### config.mk
export PLATFORM = sky130hd
export DESIGN_NAME = v810_exc_seq
export DESIGN_NICKNAME = d
export VERILOG_FILES = /design/src/rtl/v810_exc_seq.sv
export SDC_FILE = /design/constraint.sdc
export NUM_CORES = 1
export LEC_CHECK = 0
export ABC_AREA = 1
export CORE_MARGIN = 3
export CORE_UTILIZATION = 40
export CTS_BUF_LIST = sky130_fd_sc_hd__clkbuf_4
export DETAILED_ROUTE_END_ITERATION = 6
export PLACE_DENSITY = 0.8
export SYNTH_ARGS = -nofsm -noshare
export SYNTH_HDL_FRONTEND = slang
export SYNTH_SLANG_ARGS = --single-unit
### constraint.sdc
create_clock -name CLK -period 5.4 [get_ports CLK]
set_input_delay 1.08 -clock CLK [delete_from_list [all_inputs] [get_ports CLK]]
set_output_delay 1.08 -clock CLK [all_outputs]
set_load 0.005 [all_outputs]
### src/rtl/v810_exc_seq.sv
// v810_exc_seq
// Exception, interrupt and RETI sequencer for the V810 core.
// Owns the system-register file's read/write port and the PSW/ECR update
// strobes. Each accepted request runs a fixed multi-cycle sequence and then
// hands the core a redirect target.
//
// Ports
//   CLK, RES, CE         clock, async active-high reset, global clock enable
//   EXC_REQ/CODE/PC      synchronous exception request (held until ACK)
//   INT_REQ/LEVEL/PC     maskable interrupt request
//   RETI_REQ             RETI instruction request
//   ACK                  request accepted (asserted in the accepting IDLE cycle)
//   BUSY                 sequence in progress
//   REDIR, REDIR_PC      fetch redirect strobe and target (target is held)
//   FATAL                NP-nested exception
//   PSW                  current PSW from the sysreg file
//   SR_RA, SR_RD         sysreg read port (read data is combinational)
//   SR_WA, SR_WD, SR_WE  sysreg write port
//   PSW_SET, PSW_RESET   PSW bit set/clear strobes
//   ECR_CC, ECR_SET_*    ECR cause-code update
module v810_exc_seq #(
  parameter bit FATAL_HALT = 1'b1
) (
  input  logic        CLK,
  input  logic        RES,
  input  logic        CE,
  input  logic        EXC_REQ,
  input  logic [15:0] EXC_CODE,
  input  logic [31:0] EXC_PC,
  input  logic        INT_REQ,
  input  logic [3:0]  INT_LEVEL,
  input  logic [31:0] INT_PC,
  input  logic        RETI_REQ,
  output logic        ACK,
  output logic        BUSY,
  output logic        REDIR,
  output logic [31:0] REDIR_PC,
  output logic        FATAL,
  input  logic [31:0] PSW,
  output logic [4:0]  SR_RA,
  input  logic [31:0] SR_RD,
  output logic [4:0]  SR_WA,
  output logic [31:0] SR_WD,
  output logic        SR_WE,
  output logic [31:0] PSW_SET,
  output logic [31:0] PSW_RESET,
  output logic [15:0] ECR_CC,
  output logic        ECR_SET_EICC,
  output logic        ECR_SET_FECC
);

  // System register addresses
  localparam logic [4:0] SR_EIPC  = 5'd0;
  localparam logic [4:0] SR_EIPSW = 5'd1;
  localparam logic [4:0] SR_FEPC  = 5'd2;
  localparam logic [4:0] SR_FEPSW = 5'd3;
  localparam logic [4:0] SR_PSW   = 5'd5;

  // PSW control bit positions
  localparam int B_ID = 12;
  localparam int B_AE = 13;
  localparam int B_EP = 14;
  localparam int B_NP = 15;

  typedef enum logic [2:0] {
    S_IDLE,
    S_SAVE_PC,
    S_SAVE_PSW,
    S_UPDATE,
    S_RETI_PC,
    S_RETI_PSW,
    S_DONE,
    S_FATAL
  } state_t;

  state_t      state;
  state_t      state_nxt;
  logic [15:0] lat_code;
  logic [31:0] lat_pc;
  logic [3:0]  lat_level;
  logic        lat_int;
  logic        lat_dup;
  logic        redir_load;
  logic [31:0] redir_val;
  logic        int_ok;
  logic        take_exc;
  logic        take_int;
  logic        take_reti;
  logic [3:0]  level_inc;

  // Interrupts are only eligible when no exception handler is active and the
  // level is at least the current mask level. Priority is EXC > INT > RETI.
  assign int_ok    = INT_REQ & ~PSW[B_ID] & ~PSW[B_EP] & ~PSW[B_NP] &
                     (INT_LEVEL >= PSW[19:16]);
  assign take_exc  = EXC_REQ;
  assign take_int  = ~EXC_REQ & int_ok;
  assign take_reti = ~EXC_REQ & ~int_ok & RETI_REQ;

  // New interrupt mask after entry saturates at 15.
  assign level_inc = (lat_level == 4'hF) ? 4'hF : lat_level + 4'd1;

  assign BUSY  = (state != S_IDLE);
  assign REDIR = (state == S_DONE);

  // Next-state and per-state strobes. Every strobe defaults to zero so it
  // is only active in the one state that owns it.
  always_comb begin
    state_nxt    = state;
    ACK          = 1'b0;
    FATAL        = 1'b0;
    SR_RA        = 5'd0;
    SR_WA        = 5'd0;
    SR_WD        = 32'd0;
    SR_WE        = 1'b0;
    PSW_SET      = 32'd0;
    PSW_RESET    = 32'd0;
    ECR_CC       = 16'd0;
    ECR_SET_EICC = 1'b0;
    ECR_SET_FECC = 1'b0;
    redir_load   = 1'b0;
    redir_val    = 32'd0;
    case (state)
      S_IDLE: begin
        if (!RES) begin
          if (take_exc) begin
            ACK = 1'b1;
            if (PSW[B_NP]) begin
              if (FATAL_HALT) state_nxt = S_FATAL;
              else            FATAL     = 1'b1;
            end else begin
              state_nxt = S_SAVE_PC;
            end
          end else if (take_int) begin
            ACK       = 1'b1;
            state_nxt = S_SAVE_PC;
          end else if (take_reti) begin
            ACK       = 1'b1;
            state_nxt = S_RETI_PC;
          end
        end
      end
      S_SAVE_PC: begin
        SR_WE     = 1'b1;
        SR_WA     = lat_dup ? SR_FEPC : SR_EIPC;
        SR_WD     = lat_pc;
        state_nxt = S_SAVE_PSW;
      end
      S_SAVE_PSW: begin
        SR_WE     = 1'b1;
        SR_WA     = lat_dup ? SR_FEPSW : SR_EIPSW;
        SR_WD     = PSW;
        state_nxt = S_UPDATE;
      end
      S_UPDATE: begin
        ECR_CC           = lat_code;
        PSW_RESET[B_AE]  = 1'b1;
        PSW_SET[B_ID]    = 1'b1;
        redir_load       = 1'b1;
        if (lat_dup) begin
          ECR_SET_FECC   = 1'b1;
          PSW_SET[B_NP]  = 1'b1;
          redir_val      = 32'hFFFF_FFD0;
        end else begin
          ECR_SET_EICC   = 1'b1;
          PSW_SET[B_EP]  = 1'b1;
          redir_val      = {16'hFFFF, lat_code[15:4], 4'h0};
          if (lat_int) begin
            PSW_RESET[19:16] = 4'hF;
            PSW_SET[19:16]   = level_inc;
          end
        end
        state_nxt = S_DONE;
      end
      S_RETI_PC: begin
        SR_RA      = PSW[B_NP] ? SR_FEPC : SR_EIPC;
        redir_load = 1'b1;
        redir_val  = SR_RD;
        state_nxt  = S_RETI_PSW;
      end
      S_RETI_PSW: begin
        SR_RA     = PSW[B_NP] ? SR_FEPSW : SR_EIPSW;
        SR_WE     = 1'b1;
        SR_WA     = SR_PSW;
        SR_WD     = SR_RD;
        state_nxt = S_DONE;
      end
      S_DONE: begin
        state_nxt = S_IDLE;
      end
      S_FATAL: begin
        FATAL = 1'b1;
      end
      default: begin
        state_nxt = S_IDLE;
      end
    endcase
  end

  // State register plus the request context captured at acceptance. An
  // interrupt is recorded with its synthesized cause code so the later
  // states treat both request kinds uniformly.
  always_ff @(posedge CLK or posedge RES) begin
    if (RES) begin
      state     <= S_IDLE;
      lat_code  <= 16'd0;
      lat_pc    <= 32'd0;
      lat_level <= 4'd0;
      lat_int   <= 1'b0;
      lat_dup   <= 1'b0;
      REDIR_PC  <= 32'd0;
    end else if (CE) begin
      state <= state_nxt;
      if (state == S_IDLE && ACK) begin
        lat_int   <= take_int;
        lat_code  <= take_exc ? EXC_CODE : {8'hFE, INT_LEVEL, 4'h0};
        lat_pc    <= take_exc ? EXC_PC : INT_PC;
        lat_level <= INT_LEVEL;
        lat_dup   <= take_exc & PSW[B_EP];
      end
      if (redir_load) begin
        REDIR_PC <= redir_val;
      end
    end
  end

endmodule
== After elaboration in Yosys (flattened, before gate mapping) ==
Index checks and enable logic that the tools add are counted.

* Reduce and logical (&&, ||, !) cells: 10
* Multiply operators: 0
* Div/mod/pow operators: 0
* Multiplexer cells: 38
* $lt $le $gt $ge: 1
* Shift operators: 0
* Bitwise gates (word level): 13
* Eq/ne operators: 10
* $add $sub $neg: 1

{| class="wikitable"
|+ Operator list
! cell !! count
|-
| $pmux W32 S3 || 1
|-
| $pmux W32 S2 || 1
|-
| $mux W16 || 3
|-
| $mux W32 || 1
|-
| $mux W4 || 6
|-
| $pmux W3 S6 || 1
|-
| $mux W3 || 5
|-
| $mux W1 || 13
|-
| $eq A3 B3 Y1 const B || 4
|-
| $pmux W3 S3 || 1
|-
| $and A1 B1 Y1 || 8
|-
| $mux W2 || 4
|-
| $eq A3 B2 Y1 const B || 2
|-
| $mux W6 || 1
|-
| $reduce_bool A6 Y1 || 1
|-
| $not A1 Y1 || 5
|-
| $add A4 B1 Y4 const B || 1
|-
| $eq A4 B4 Y1 const B || 1
|-
| $ge A4 B4 Y1 || 1
|-
| $ne A4 B4 Y1 const B || 1
|-
| $pmux W2 S2 || 1
|-
| $reduce_and A2 Y1 || 2
|-
| $reduce_and A4 Y1 || 1
|-
| $reduce_or A2 Y1 || 2
|-
| other kinds (6) || 6
|}

* Input bits: 154
* Bits in writable memories: 0
* Memory bits (read-only): 0
* Memories: 0
* Output and inout bits: 161
* Word-level logic and storage cells: 80
* Latch bits: 0
* Flip-flop bits (word level): 89

== Depth between registers and ports, before layout ==
* Depth after elaboration: 15
* Depth in mapped cells: 14
* Mapped depth without buffers: 13

== Worst setup path before layout ==
No wires, ideal clock.

* Kind: input to output
* Start: input port RES
* End: output port ACK
* Path buffers: 0
* Cell stages on the path: 3
* Required time: 4,320 ps
* Data arrival time: 3,389 ps
* Setup slack: 931 ps
* Cells stage by stage: inv_1 nand3_4 inv_1

* Longest elaborated chain between the ends: 2

{| class="wikitable"
|+ Ends and longest elaborated chain
! element !! line !! source
|-
| start: declaration || 25 || <nowiki>input logic RES,</nowiki>
|-
| $mux W1 || 124 || <nowiki>if (!RES) begin</nowiki>
|-
| $mux W1 || 122 || <nowiki>case (state)</nowiki>
|-
| end: declaration || 34 || <nowiki>output logic ACK,</nowiki>
|}

Every way passes these cells.

== Final worst setup path ==
* Start: input port PSW[19]
* End: output port ACK

* Longest elaborated chain between the ends: 10
* Elaborated cells on any way between the ends: 11
* Classes of those cells: order compare (1); mux (5); bitwise (5)

{| class="wikitable"
|+ Ends and longest elaborated chain
! element !! line !! source
|-
| start: declaration || 39 || <nowiki>input logic [31:0] PSW,</nowiki>
|-
| $ge A4 B4 Y1 (*) || 94 || <nowiki>(INT_LEVEL >= PSW[19:16]);</nowiki>
|-
| $and A1 B1 Y1 (*) || 93 || <nowiki>assign int_ok = INT_REQ & ~PSW[B_ID] & ~PSW[B_EP] & ~PSW[B_NP] &</nowiki>
|-
| $not A1 Y1 || 97 || <nowiki>assign take_reti = ~EXC_REQ & ~int_ok & RETI_REQ;</nowiki>
|-
| $and A1 B1 Y1 (2 in a row) || 97 ||
|-
| $mux W1 || 136 || <nowiki>end else if (take_reti) begin</nowiki>
|-
| $mux W1 (*) || 133 || <nowiki>end else if (take_int) begin</nowiki>
|-
| $mux W1 (*) || 125 || <nowiki>if (take_exc) begin</nowiki>
|-
| $mux W1 (*) || 124 ||
|-
| $mux W1 (*) || 122 ||
|}

Mark *: on every way between the ends. The rest lies on a longest branch, timed or not.

==> results.py <==
metrics = {
    "critical_path": {
        "cp.buffers_inverters": 5,
        "end_kind": "output pin",
        "cp_top_family": "buffers and inverters",
        "cpPeakStageDelay_ns": 0.50,
        "worstSetupPathType": "in2out",
        "arrival_ns": 3.15,
        "r2r-end": "REDIR_PC[12]",
        "worstPathRequired_ns": 4.32,
        "startpoint_type": "primary input",
        "crit_slowest_cell": "clkdlybuf4s50_1",
        "r2r_start": "state[1]",
        "rr_worst_depth": 7,
        "r2r_slack_ns": 2.87,
        "cp.depth": 12,
        "worstPathMaxFanout": 5,
        "path_cells": "clkdlybuf4s50_1 -> inv_1 -> ha_1 -> nand2_1 -> inv_1 -> nand2_1 -> nand3_1 -> nand2_1 -> nand3_2 -> nand3_4 -> inv_1 -> clkdlybuf4s50_1",
    },
    "route": {
        "vias": 5836,
        "ant_nets": 0,
        "met3WireLength_um": 1350,
        "wl_um": 20700,
        "dr_wl_met2_um": 10000,
        "drc": 0,
        "drt_iter0_drc": 516,
        "wirelength_met1_um": 8880,
        "drt-pass1-iter-count": 5,
        "highest_layer": "met4",
        "wire_per_inst_um": 16.8,
        "vias_per_cell": 4.74,
    },
    "pwr": {
        "power.density_nw_per_um2": 409,
        "peakVddDrop_v": 0.000176,
        "p_leak_nw": 4.00,
    },
    "floorplanning": {
        "die_x_um": 125,
        "std_cell_rows": 42,
        "initial_core_util_pct": 41.8,
        "core_area_um2": 13600,
        "dieArea_um2": 15600,
        "die_h_um": 125,
        "io_pins": 315,
    },
    "global_routing": {
        "grt_max_degree": 66,
        "grt_pass1_wl_um": 30900,
        "grt-ovfl-total": 0,
        "antenna_found_initial": 1,
        "grt_usage_pct": 25.3,
        "grt_pass1_vias": 5395,
    },
    "timing": {
        "maxSlewViolCount": 0,
        "finalClockSkew_ns": 0.0102,
        "relSlewSlack_pct": 42.8,
        "hold_viol_final": 0,
        "tns_ns": 0,
        "period_needed_ns": 4.23,
        "tightest_slew_ns": 0.858,
        "period_share_pct": 78.3,
        "rsz0062_at_grt": "no",
        "finalSetupViolCount": 0,
        "max_freq_ghz": 0.237,
        "worst_hold_slack_ns": 0.490,
    },
    "run_status": {
        "status": "completed",
    },
    "hold_path": {
        "min_path_cells": 2,
        "holdCritPathClass": "reg2reg",
        "min_to": "lat_pc[4]",
        "hold_start": "lat_pc[4]",
    },
    "clock_tree": {
        "cts_setup_buffers": 0,
        "post_cts_resize_count": 0,
        "cts_sinks": 89,
        "cts_buffer_depth": 2,
        "cts_hold_buf": 0,
        "clkTransAtPathRegs_ns": 0.12,
        "clock-root-buffer": "clkbuf_4",
        "tritoncts": "built",
        "htree_num_levels": 3,
        "insertion_delay_ns": 0.46,
        "cts-buffers-inserted": 9,
    },
    "logic_synthesis": {
        "netlist-cell-type-count": 29,
        "syn_avg_cell_area_um2": 6.91,
        "synthCells": 820,
        "synth_area_leaders": "dfrtp_1 (39%), nand2_1 (27%), buf_4 (8.9%)",
        "ys_seq_area_share_pct": 39.3,
        "synth_area_um2": 5670,
        "ys_warn_count": 0,
        "yosys.area.top_type": "dfrtp_1",
        "yosys.area.top_type_share_pct": 39.3,
        "synth-seq-cells": 89,
    },
    "placed_design": {
        "routabilityCongestion": 0.893,
        "hpwl_um": 15800,
        "placed_area_um2": 8030,
        "dp_cells": 1214,
        "io_buffers": 257,
    },
    "final_layout": {
        "post-route-util_pct": 60.4,
        "drive_above_1_share_pct": 4.93,
        "fillCellCount": 1314,
        "fin_cells": 1231,
        "nets": 1208,
        "final_area_um2": 8200,
        "area_delta_synth_final_pct": 44.6,
    },
    "run": {
        "drv_cap": 0,
    },
}
## flip-flops by register name (all words and copies together) (netlist names)
| signal | flops |
|---|---|
| state | 3 |
| lat_dup | 1 |
| lat_int | 1 |
| lat_level | 4 |
| lat_code | 16 |
| lat_pc | 32 |
| REDIR_PC | 32 |
## worst min-delay path: cells and delay by family, from the launching register on
kind,cells,cell delay (ns)
and+or+nand+nor,2,0.10
DFF,1,0.36
## per-stage QoR
step | worst slack, ns | power [mW]
3_5_place_dp | 1.17 | 2.92
6_report | 1.17 | 3.35
4_1_cts | 1.17 | 3.36
3_3_place_gp | 1.20 | 2.89
2_1_floorplan | 0.931 | 2.04
5_1_grt | 1.04 | 3.59
## placed cells by master, fill, tap and decap left out, types with 2 or more instances in the layout
| master | synthesis | final |
|---|---|---|
| nor2_1 | 48 | 48 |
| ha_1 | 5 | 5 |
| nand4_1 | 2 | 2 |
| inv_1 | 44 | 43 |
| nor3_1 | 5 | 4 |
| nor2_4 | 2 | 2 |
| inv_2 | 5 | 5 |
| or2_2 | 8 | 8 |
| clkbuf_4 | 0 | 13 |
| nand2_2 | 3 | 3 |
| nand3_1 | 55 | 55 |
| nand2_1 | 401 | 401 |
| clkdlybuf4s50_1 | 0 | 256 |
| bufinv_16 | 0 | 2 |
| o22a_1 | 15 | 15 |
| o211ai_1 | 5 | 5 |
| a21oi_1 | 7 | 7 |
| nand3_4 | 2 | 2 |
| conb_1 | 1 | 57 |
| buf_4 | 67 | 9 |
| a31oi_1 | 12 | 12 |
| o21ai_0 | 2 | 2 |
| dfrtp_1 | 89 | 89 |
## cell type report
| cell class | count | area, um^2 | share of cell area [%] |
|---|---|---|---|
| Inverter | 49 | 186 | 2.27 |
| Sequential cell | 89 | 2230 | 27.2 |
| Clock buffer | 13 | 97.6 | 1.19 |
| Timing Repair Buffer | 266 | 2640 | 32.2 |
| Antenna cell | 1 | 2.50 | 0.0305 |
| Clock inverter | 3 | 65.1 | 0.794 |
| Multi-Input combinational cell | 634 | 2760 | 33.7 |
| Tap cell | 176 | 220 | 2.69 |
## power breakdown
part | total, mW | switching [mW] | internal [mW] | leakage (nW)
combinational | 1.72 | 0.839 | 0.884 | 2.83
clock | 0.438 | 0.229 | 0.209 | 0.0920
sequential | 1.19 | 0.220 | 0.969 | 1.08
## synth_stat cells (all sizes together)
cell and n:
nor3 6, ha 5, nor2 51, nor3b 1
a31oi 12, nand2 404, clkbuf 12, nand3 58
inv 49, or2 8, a21oi 7, o22a 15
o211ai 5, conb 1, o21ai 2, dfrtp 89
nand4 3, buf 92
## layer usage
layer	GRT usage, %	vias up
li1	-	2885
met1	34.5	2690
met2	41.9	236
met3	4.35	25
met4	7.08	0
met5	0	-
## logic make-up (layout without fill, tap and decap cells)
kind of cell	count (synthesis)	after routing	share of synthesized area, %
adder cells (fa/ha/maj)	5	5	1.10
flip-flops	89	89	39.3
other	1	58	0.0662
buffers and inverters	153	331	15.9
AND/OR/NAND/NOR	531	531	38.6
AO/OA/AOI/OAI	41	41	5.10
## how the worst max path moves through the flow
stage	start	to	slack, ns
CTS	PSW[19]	ACK	1.17
floorplan	RES	ACK	0.93
global placement	PSW[19]	ACK	1.20
detailed placement	PSW[19]	ACK	1.17
global route	PSW[17]	ACK	1.04
finish	PSW[19]	ACK	1.17
No activity file was read; power rests on OpenSTA's default activity.
